[config.mk]
export PLATFORM = sky130hd
export DESIGN_NAME = spike_class_arbiter_flat
export DESIGN_NICKNAME = d
export VERILOG_FILES = /design/src/rtl/spike_class_arbiter_pkg.sv /design/src/rtl/spike_class_arbiter_if.sv /design/src/rtl/spike_class_arbiter_argmax.sv /design/src/rtl/spike_class_arbiter.sv /design/src/flat_wrapper.sv
export SDC_FILE = /design/constraint.sdc
export NUM_CORES = 1
export LEC_CHECK = 0
export CAP_MARGIN = 20
export CELL_PAD_IN_SITES_DETAIL_PLACEMENT = 0
export CELL_PAD_IN_SITES_GLOBAL_PLACEMENT = 1
export CORE_UTILIZATION = 35
export CTS_BUF_LIST = sky130_fd_sc_hd__clkbuf_4 sky130_fd_sc_hd__clkbuf_8
export CTS_CLUSTER_DIAMETER = 30
export DETAILED_ROUTE_END_ITERATION = 6
export GPL_ROUTABILITY_DRIVEN = 0
export HOLD_SLACK_MARGIN = 0.06
export PLACE_DENSITY = 0.79
export SYNTH_ARGS = -nofsm -noshare
export SYNTH_HDL_FRONTEND = slang
export SYNTH_HIERARCHICAL = 1
export SYNTH_SLANG_ARGS = --single-unit
export TNS_END_PERCENT = 20
[constraint.sdc]
create_clock -name clk -period 2.5 [get_ports clk]
set_clock_uncertainty 0.1 [all_clocks]
set_input_delay 0.25 -clock clk [delete_from_list [all_inputs] [get_ports clk]]
set_output_delay 0.25 -clock clk [all_outputs]
set_load 0.005 [all_outputs]
[src/rtl/spike_class_arbiter_pkg.sv]
// snn_arb_pkg: shared FSM states, decision-mode codes and class mapping helpers.
package snn_arb_pkg;
  typedef enum logic [1:0] {IDLE, RUN, DONE} state_e;
  localparam int MODE_FIRST = 0;
  localparam int MODE_VOTE = 1;
  function automatic int class_of(input int i, input int n_class);
    return i % n_class;
  endfunction
  function automatic int no_class(input int n_class);
    return n_class;
  endfunction
endpackage

[src/rtl/spike_class_arbiter_if.sv]
// spike_class_arbiter_if: inference handshake and result bus between controller and arbiter.
interface spike_class_arbiter_if #(
  parameter int N_OUT = 6,
  parameter int CLS_W = 2,
  parameter int TMR_W = 9
);
  logic start;
  logic timer_en;
  logic [N_OUT-1:0] spikes_in;
  logic result_ack;
  logic busy;
  logic result_valid;
  logic [CLS_W-1:0] class_out;
  logic timeout;
  logic [TMR_W-1:0] steps_out;
  modport master (
    output start, timer_en, spikes_in, result_ack,
    input busy, result_valid, class_out, timeout, steps_out
  );
  modport slave (
    input start, timer_en, spikes_in, result_ack,
    output busy, result_valid, class_out, timeout, steps_out
  );
endinterface

[src/rtl/spike_class_arbiter_argmax.sv]
// class_argmax: index of the largest class counter, lowest index on ties, plus all-zero flag.
module class_argmax #(
  parameter int N_CLASS = 3,
  parameter int CNT_W = 8,
  parameter int IDX_W = 2
) (
  input  logic [N_CLASS-1:0][CNT_W-1:0] cnt,
  output logic [IDX_W-1:0] idx,
  output logic all_zero
);
  logic [CNT_W-1:0] best;
  always_comb begin
    idx = '0;
    best = cnt[0];
    for (int c = 1; c < N_CLASS; c++)
      if (cnt[c] > best) begin
        best = cnt[c];
        idx = IDX_W'(c);
      end
    all_zero = (best == '0);
  end
endmodule

[src/rtl/spike_class_arbiter.sv]
// spike_class_arbiter: turns output-neuron spikes over an inference window into one class decision,
// either first-spike or spike-count vote, behind a start/valid/ack handshake.
module spike_class_arbiter
  import snn_arb_pkg::*;
#(
  parameter int N_OUT = 6,
  parameter int N_CLASS = 3,
  parameter int DURATION = 300,
  parameter int MODE = 0,
  parameter int CNT_W = 8,
  localparam int CLS_W = $clog2(N_CLASS + 1),
  localparam int TMR_W = $clog2(DURATION + 1)
) (
  input logic clk,
  input logic resetn,
  spike_class_arbiter_if.slave bus
);
  localparam int SUM_W = CNT_W + $clog2(N_OUT + 1);
  localparam logic [CNT_W-1:0] CMAX = '1;
  localparam logic [CLS_W-1:0] NONE = CLS_W'(no_class(N_CLASS));
  state_e state_q, state_d;
  logic [TMR_W-1:0] tmr_q, tmr_d, steps_q, steps_d;
  logic [CLS_W-1:0] cls_q, cls_d, first_cls, am_idx;
  logic to_q, to_d, busy_q, valid_q, am_zero;
  logic [N_CLASS-1:0][CNT_W-1:0] cnt_q, cnt_d, cnt_nx;
  logic [SUM_W-1:0] sum;
  always_comb begin
    first_cls = '0;
    for (int i = N_OUT - 1; i >= 0; i--)
      if (bus.spikes_in[i]) first_cls = CLS_W'(class_of(i, N_CLASS));
  end
  // Counters accumulate in a wider sum so a full step of spikes cannot wrap before the clamp.
  always_comb begin
    cnt_nx = cnt_q;
    sum = '0;
    for (int c = 0; c < N_CLASS; c++) begin
      sum = SUM_W'(cnt_q[c]);
      for (int i = 0; i < N_OUT; i++)
        sum = sum + SUM_W'(bus.spikes_in[i] && class_of(i, N_CLASS) == c);
      cnt_nx[c] = (sum > SUM_W'(CMAX)) ? CMAX : sum[CNT_W-1:0];
    end
  end
  class_argmax #(.N_CLASS(N_CLASS), .CNT_W(CNT_W), .IDX_W(CLS_W)) u_argmax (
    .cnt(cnt_nx),
    .idx(am_idx),
    .all_zero(am_zero)
  );
  always_comb begin
    state_d = state_q;
    tmr_d = tmr_q;
    steps_d = steps_q;
    cls_d = cls_q;
    to_d = to_q;
    cnt_d = cnt_q;
    case (state_q)
      IDLE:
        if (bus.start) begin
          state_d = RUN;
          tmr_d = TMR_W'(DURATION);
          steps_d = '0;
          cnt_d = '0;
        end
      RUN:
        if (bus.timer_en) begin
          tmr_d = (tmr_q == '0) ? '0 : tmr_q - TMR_W'(1);
          steps_d = steps_q + TMR_W'(1);
          if (MODE == MODE_VOTE) begin
            cnt_d = cnt_nx;
            if (tmr_d == '0) begin
              state_d = DONE;
              cls_d = am_zero ? NONE : am_idx;
              to_d = am_zero;
            end
          end else if (|bus.spikes_in) begin
            state_d = DONE;
            cls_d = first_cls;
            to_d = 1'b0;
          end else if (tmr_d == '0) begin
            state_d = DONE;
            cls_d = NONE;
            to_d = 1'b1;
          end
        end
      DONE: state_d = bus.result_ack ? IDLE : DONE;
      default: state_d = IDLE;
    endcase
  end
  always_ff @(posedge clk) begin
    if (!resetn) begin
      state_q <= IDLE;
      tmr_q <= '0;
      steps_q <= '0;
      cls_q <= NONE;
      to_q <= 1'b0;
      cnt_q <= '0;
      busy_q <= 1'b0;
      valid_q <= 1'b0;
    end else begin
      state_q <= state_d;
      tmr_q <= tmr_d;
      steps_q <= steps_d;
      cls_q <= cls_d;
      to_q <= to_d;
      cnt_q <= cnt_d;
      busy_q <= (state_d == RUN);
      valid_q <= (state_d == DONE);
    end
  end
  assign bus.busy = busy_q;
  assign bus.result_valid = valid_q;
  assign bus.class_out = cls_q;
  assign bus.timeout = to_q;
  assign bus.steps_out = steps_q;
endmodule
[src/flat_wrapper.sv]
// flat-port wrapper written by rule: the top's interface ports become plain ports
module spike_class_arbiter_flat import snn_arb_pkg::*;
#(
  parameter int N_OUT = 6,
  parameter int N_CLASS = 3,
  parameter int DURATION = 300,
  parameter int MODE = 0,
  parameter int CNT_W = 8,
  localparam int CLS_W = $clog2(N_CLASS + 1),
  localparam int TMR_W = $clog2(DURATION + 1)
)
  (clk, resetn, bus_start, bus_timer_en, bus_spikes_in, bus_result_ack, bus_busy, bus_result_valid, bus_class_out, bus_timeout, bus_steps_out);
  spike_class_arbiter_if #(.N_OUT(N_OUT)) bus_i ();
  input logic clk;
  input logic resetn;
  input wire logic [$bits(bus_i.start)-1:0] bus_start;
  input wire logic [$bits(bus_i.timer_en)-1:0] bus_timer_en;
  input wire logic [$bits(bus_i.spikes_in)-1:0] bus_spikes_in;
  input wire logic [$bits(bus_i.result_ack)-1:0] bus_result_ack;
  output wire logic [$bits(bus_i.busy)-1:0] bus_busy;
  output wire logic [$bits(bus_i.result_valid)-1:0] bus_result_valid;
  output wire logic [$bits(bus_i.class_out)-1:0] bus_class_out;
  output wire logic [$bits(bus_i.timeout)-1:0] bus_timeout;
  output wire logic [$bits(bus_i.steps_out)-1:0] bus_steps_out;
  assign bus_i.start = bus_start;
  assign bus_i.timer_en = bus_timer_en;
  assign bus_i.spikes_in = bus_spikes_in;
  assign bus_i.result_ack = bus_result_ack;
  assign bus_busy = bus_i.busy;
  assign bus_result_valid = bus_i.result_valid;
  assign bus_class_out = bus_i.class_out;
  assign bus_timeout = bus_i.timeout;
  assign bus_steps_out = bus_i.steps_out;
  spike_class_arbiter #(.N_OUT(N_OUT), .N_CLASS(N_CLASS), .DURATION(DURATION), .MODE(MODE), .CNT_W(CNT_W)) u_core (.clk(clk), .resetn(resetn), .bus(bus_i));
endmodule
==> flow_summary.toml, run 1 <==
[power]
ir_drop_mv = 0.213
fin_total_pwr_uw = 922
p_int_uw = 637
seqPwrFrac_pct = 48.3
power_frac_comb_pct = 25.1
power_density_nw_per_um2 = 551
switching_share_pct = 30.9
p_leak_nw = 0.595
power.switching_uw = 284
clockPowerShare_pct = 26.6

[clock_tree]
postCtsSetupBuffers = 0
post_cts_resized = 0
clk_latency_ns = 0.27
cts_num_sinks = 25
cts_root_buffer = "clkbuf_8"
numCtsBuffers = 3
cts.path.max_buffers = 2
htree_levels = 1
cts_tree = "built"
cts_hold_buf = 0
clkSlewWorstSetupHoldPaths_ns = 0.09

[sta]
whs_ns = 0.432
post-route-min-period_ns = 2.28
rsz0062_at_grt = "no"
tns_ns = 0
worst_slew_pin_slew_ns = 0.526
timing_max_transition_violations_final = 0
finalCritPeriodShare_pct = 91.4
hold_viol = 0
slew_headroom_pct = 64.7
setup_violations = 0
timing.fmax_mhz = 438

[cells_and_area]
layout_commonest_cell = "nor2_1"
regArea_sq_um = 500
fin_area_sq_um = 1670
area_growth_syn_to_layout_pct = 27.4
antenna_cells = 0
fin_util_pct = 48.2
multi_input_area_sq_um = 756
final_cell_mix = "nor2_1 (28), dfxtp_1 (25), clkdlybuf4s50_1 (24)"
drive_gt1_share_pct = 8.21
nNetsFinal = 209
fillers = 363

[synthesis]
ys.warnings.count = 6
synth_top_area_cell = "dfxtp_1"
syn_inst = 169
yosysTopAreaCellShare_pct = 38.1
yosysUniqueCellTypes = 36
synth_area_sq_um = 1310
synth_area_leaders = "dfxtp_1 (38%), nor2_1 (8.0%), a21oi_1 (4.6%), nor3_1 (3.8%), o21a_1 (3.4%)"
ys_ff_latch = 25
avgSynthCellArea_sq_um = 7.77
syn-num-nets = 182
yosysSeqAreaShare_pct = 38.1

[routing]
wl_per_cell_um = 13.4
vias = 1300
antenna_left = 0
via_per_inst = 5.39
dr.pass1.iters = 5
drt-total-wl_um = 3230
dr.first_iter.drc_count = 84
drcViolationCount = 0

[floorplan]
num_rows = 21
die_h_um = 63.2
die_area_sq_um = 4000
die_x_um = 63.2
start_util_pct = 37.8
ios = 25
core_region_area_sq_um = 3470

[placed_design]
hpwlAfterDp_um = 2390
place_area_sq_um = 1620
port_buffers = 24

[grt]
grt_max_degree = 15
grt_remaining_overflow = 0
grt_usage_pct = 17.2
grt_pass1_vias = 1243
grt_pass1_wl_um = 5400
grt_antenna_before_repair = 0

[worst_setup_path]
r2r_slack_ns = 0.22
worstSetupStartpointType = "flip-flop"
cp-end-kind = "flip-flop"
r2r-end = "u_core/bus.class_out[0]"
path_max_fanout = 6
worst_ep_arrival_time_ns = 2.37
critPathKind = "reg2reg"
reg2reg_from = "u_core/tmr_q[1]"
cp.required_ns = 2.58
rr_worst_depth = 7

[worst_hold_path]
hold_depth = 2
hold_start = "u_core/tmr_q[7]"
hold_end = "u_core/tmr_q[7]"
hold_path.class = "reg2reg"

[job]
cap_violations = 0

[status]
run_status = "finished, final reports clean"
[area by class of cell]
type | instances | share of cell area [%]
well taps | 46 | 3.44
multi-input cells | 129 | 45.2
inverters | 7 | 1.57
repair buffers | 30 | 17.1
flip-flops and latches | 25 | 29.9
clock inverters | 1 | 0.299
clock buffers | 3 | 2.47
[critical path, stage by stage (launching register included)]
cell	delay (ns)
dfxtp_1	0.36
inv_1	0.07
ha_1	0.21
or3b_4	0.43
or4_4	0.55
o31ai_4	0.11
nor3_1	0.10
nor4_1	0.26
[how the worst max path moves through the flow]
stage                               start                      end  slack, ns  depth (start not counted)
after CTS                 u_core/tmr_q[1]  u_core/bus.class_out[0]       0.13                          7
final                     u_core/tmr_q[1]  u_core/bus.class_out[0]       0.22                          7
after global routing      u_core/tmr_q[1]       u_core/bus.timeout       0.02                          7
after detailed placement  u_core/tmr_q[1]  u_core/bus.class_out[1]       0.14                          7
after floorplan           u_core/tmr_q[0]          u_core/bus.busy       0.20                          9
after global placement    u_core/tmr_q[1]          u_core/bus.busy       0.22                          7
[cell families (layout without fill, tap and decap cells)]
| logic type | Yosys count | count (layout) | share of synthesized area [%] |
|---|---|---|---|
| fa+ha+maj | 2 | 2 | 1.91 |
| xor+xnor | 8 | 8 | 5.34 |
| compound gates | 43 | 43 | 21.8 |
| flops | 25 | 25 | 38.1 |
| simple gates | 76 | 76 | 28.2 |
| buf+inv | 15 | 41 | 4.58 |
[routing by layer]
metal	track usage (%)	part of all wire, %	up-vias
met4	7.67	1.6	0
met3	4.71	6.7	8
li1	-	-	654
met1	21.2	46	592
met2	27.7	46	46
met5	0	0	-
[power groups by stage]
stage	Sequential (mW)	Combinational, mW	Clock [mW]
floorplan	0.444	0.164	0
global placement	0.453	0.223	0
detailed placement	0.454	0.224	0
CTS	0.445	0.226	0.256
global route	0.450	0.258	0.273
finish	0.446	0.231	0.245
[synth_stat cells (all sizes together)]
cell / number
and4: 1
xnor2: 3
a31oi: 2
or4: 2
and2: 1
xor2: 5
nand2b: 4
buf: 3
a2bb2oi: 1
a21boi: 2
nor4: 5
nand3: 4
nor2: 28
and3: 2
a22oi: 1
nand2: 11
a211oi: 3
or2: 1
ha: 2
dfxtp: 25
clkbuf: 5
or3: 3
a2111oi: 3
inv: 7
nand4: 3
a21oi: 12
o31ai: 1
o21a: 6
o32a: 1
or3b: 1
o211ai: 1
o21ai: 10
nor3: 10
[per-stage QoR]
stage                     cells  worst slack, ns
after detailed placement    237            0.136
after CTS                   241            0.130
after global placement      237            0.218
final                       241            0.216
after floorplan             169            0.201
after global routing        241           0.0217
[flip-flops by register name, summed over array words and instances, names as in the netlist]
register and cells:
u_core/bus.steps_out 9, u_core/bus.class_out 2, u_core/bus.busy 1, u_core/bus.result_valid 1, u_core/tmr_q 9, u_core/state_q 2
u_core/bus.timeout 1
No activity file was read; power rests on OpenSTA's default activity.
==> run 2, diff against run 1 <==
CTS_CLUSTER_SIZE = 25   (was not set)
==> results of run 2 <==
The final DEF is identical to that of run 1; final timing and power are the same.
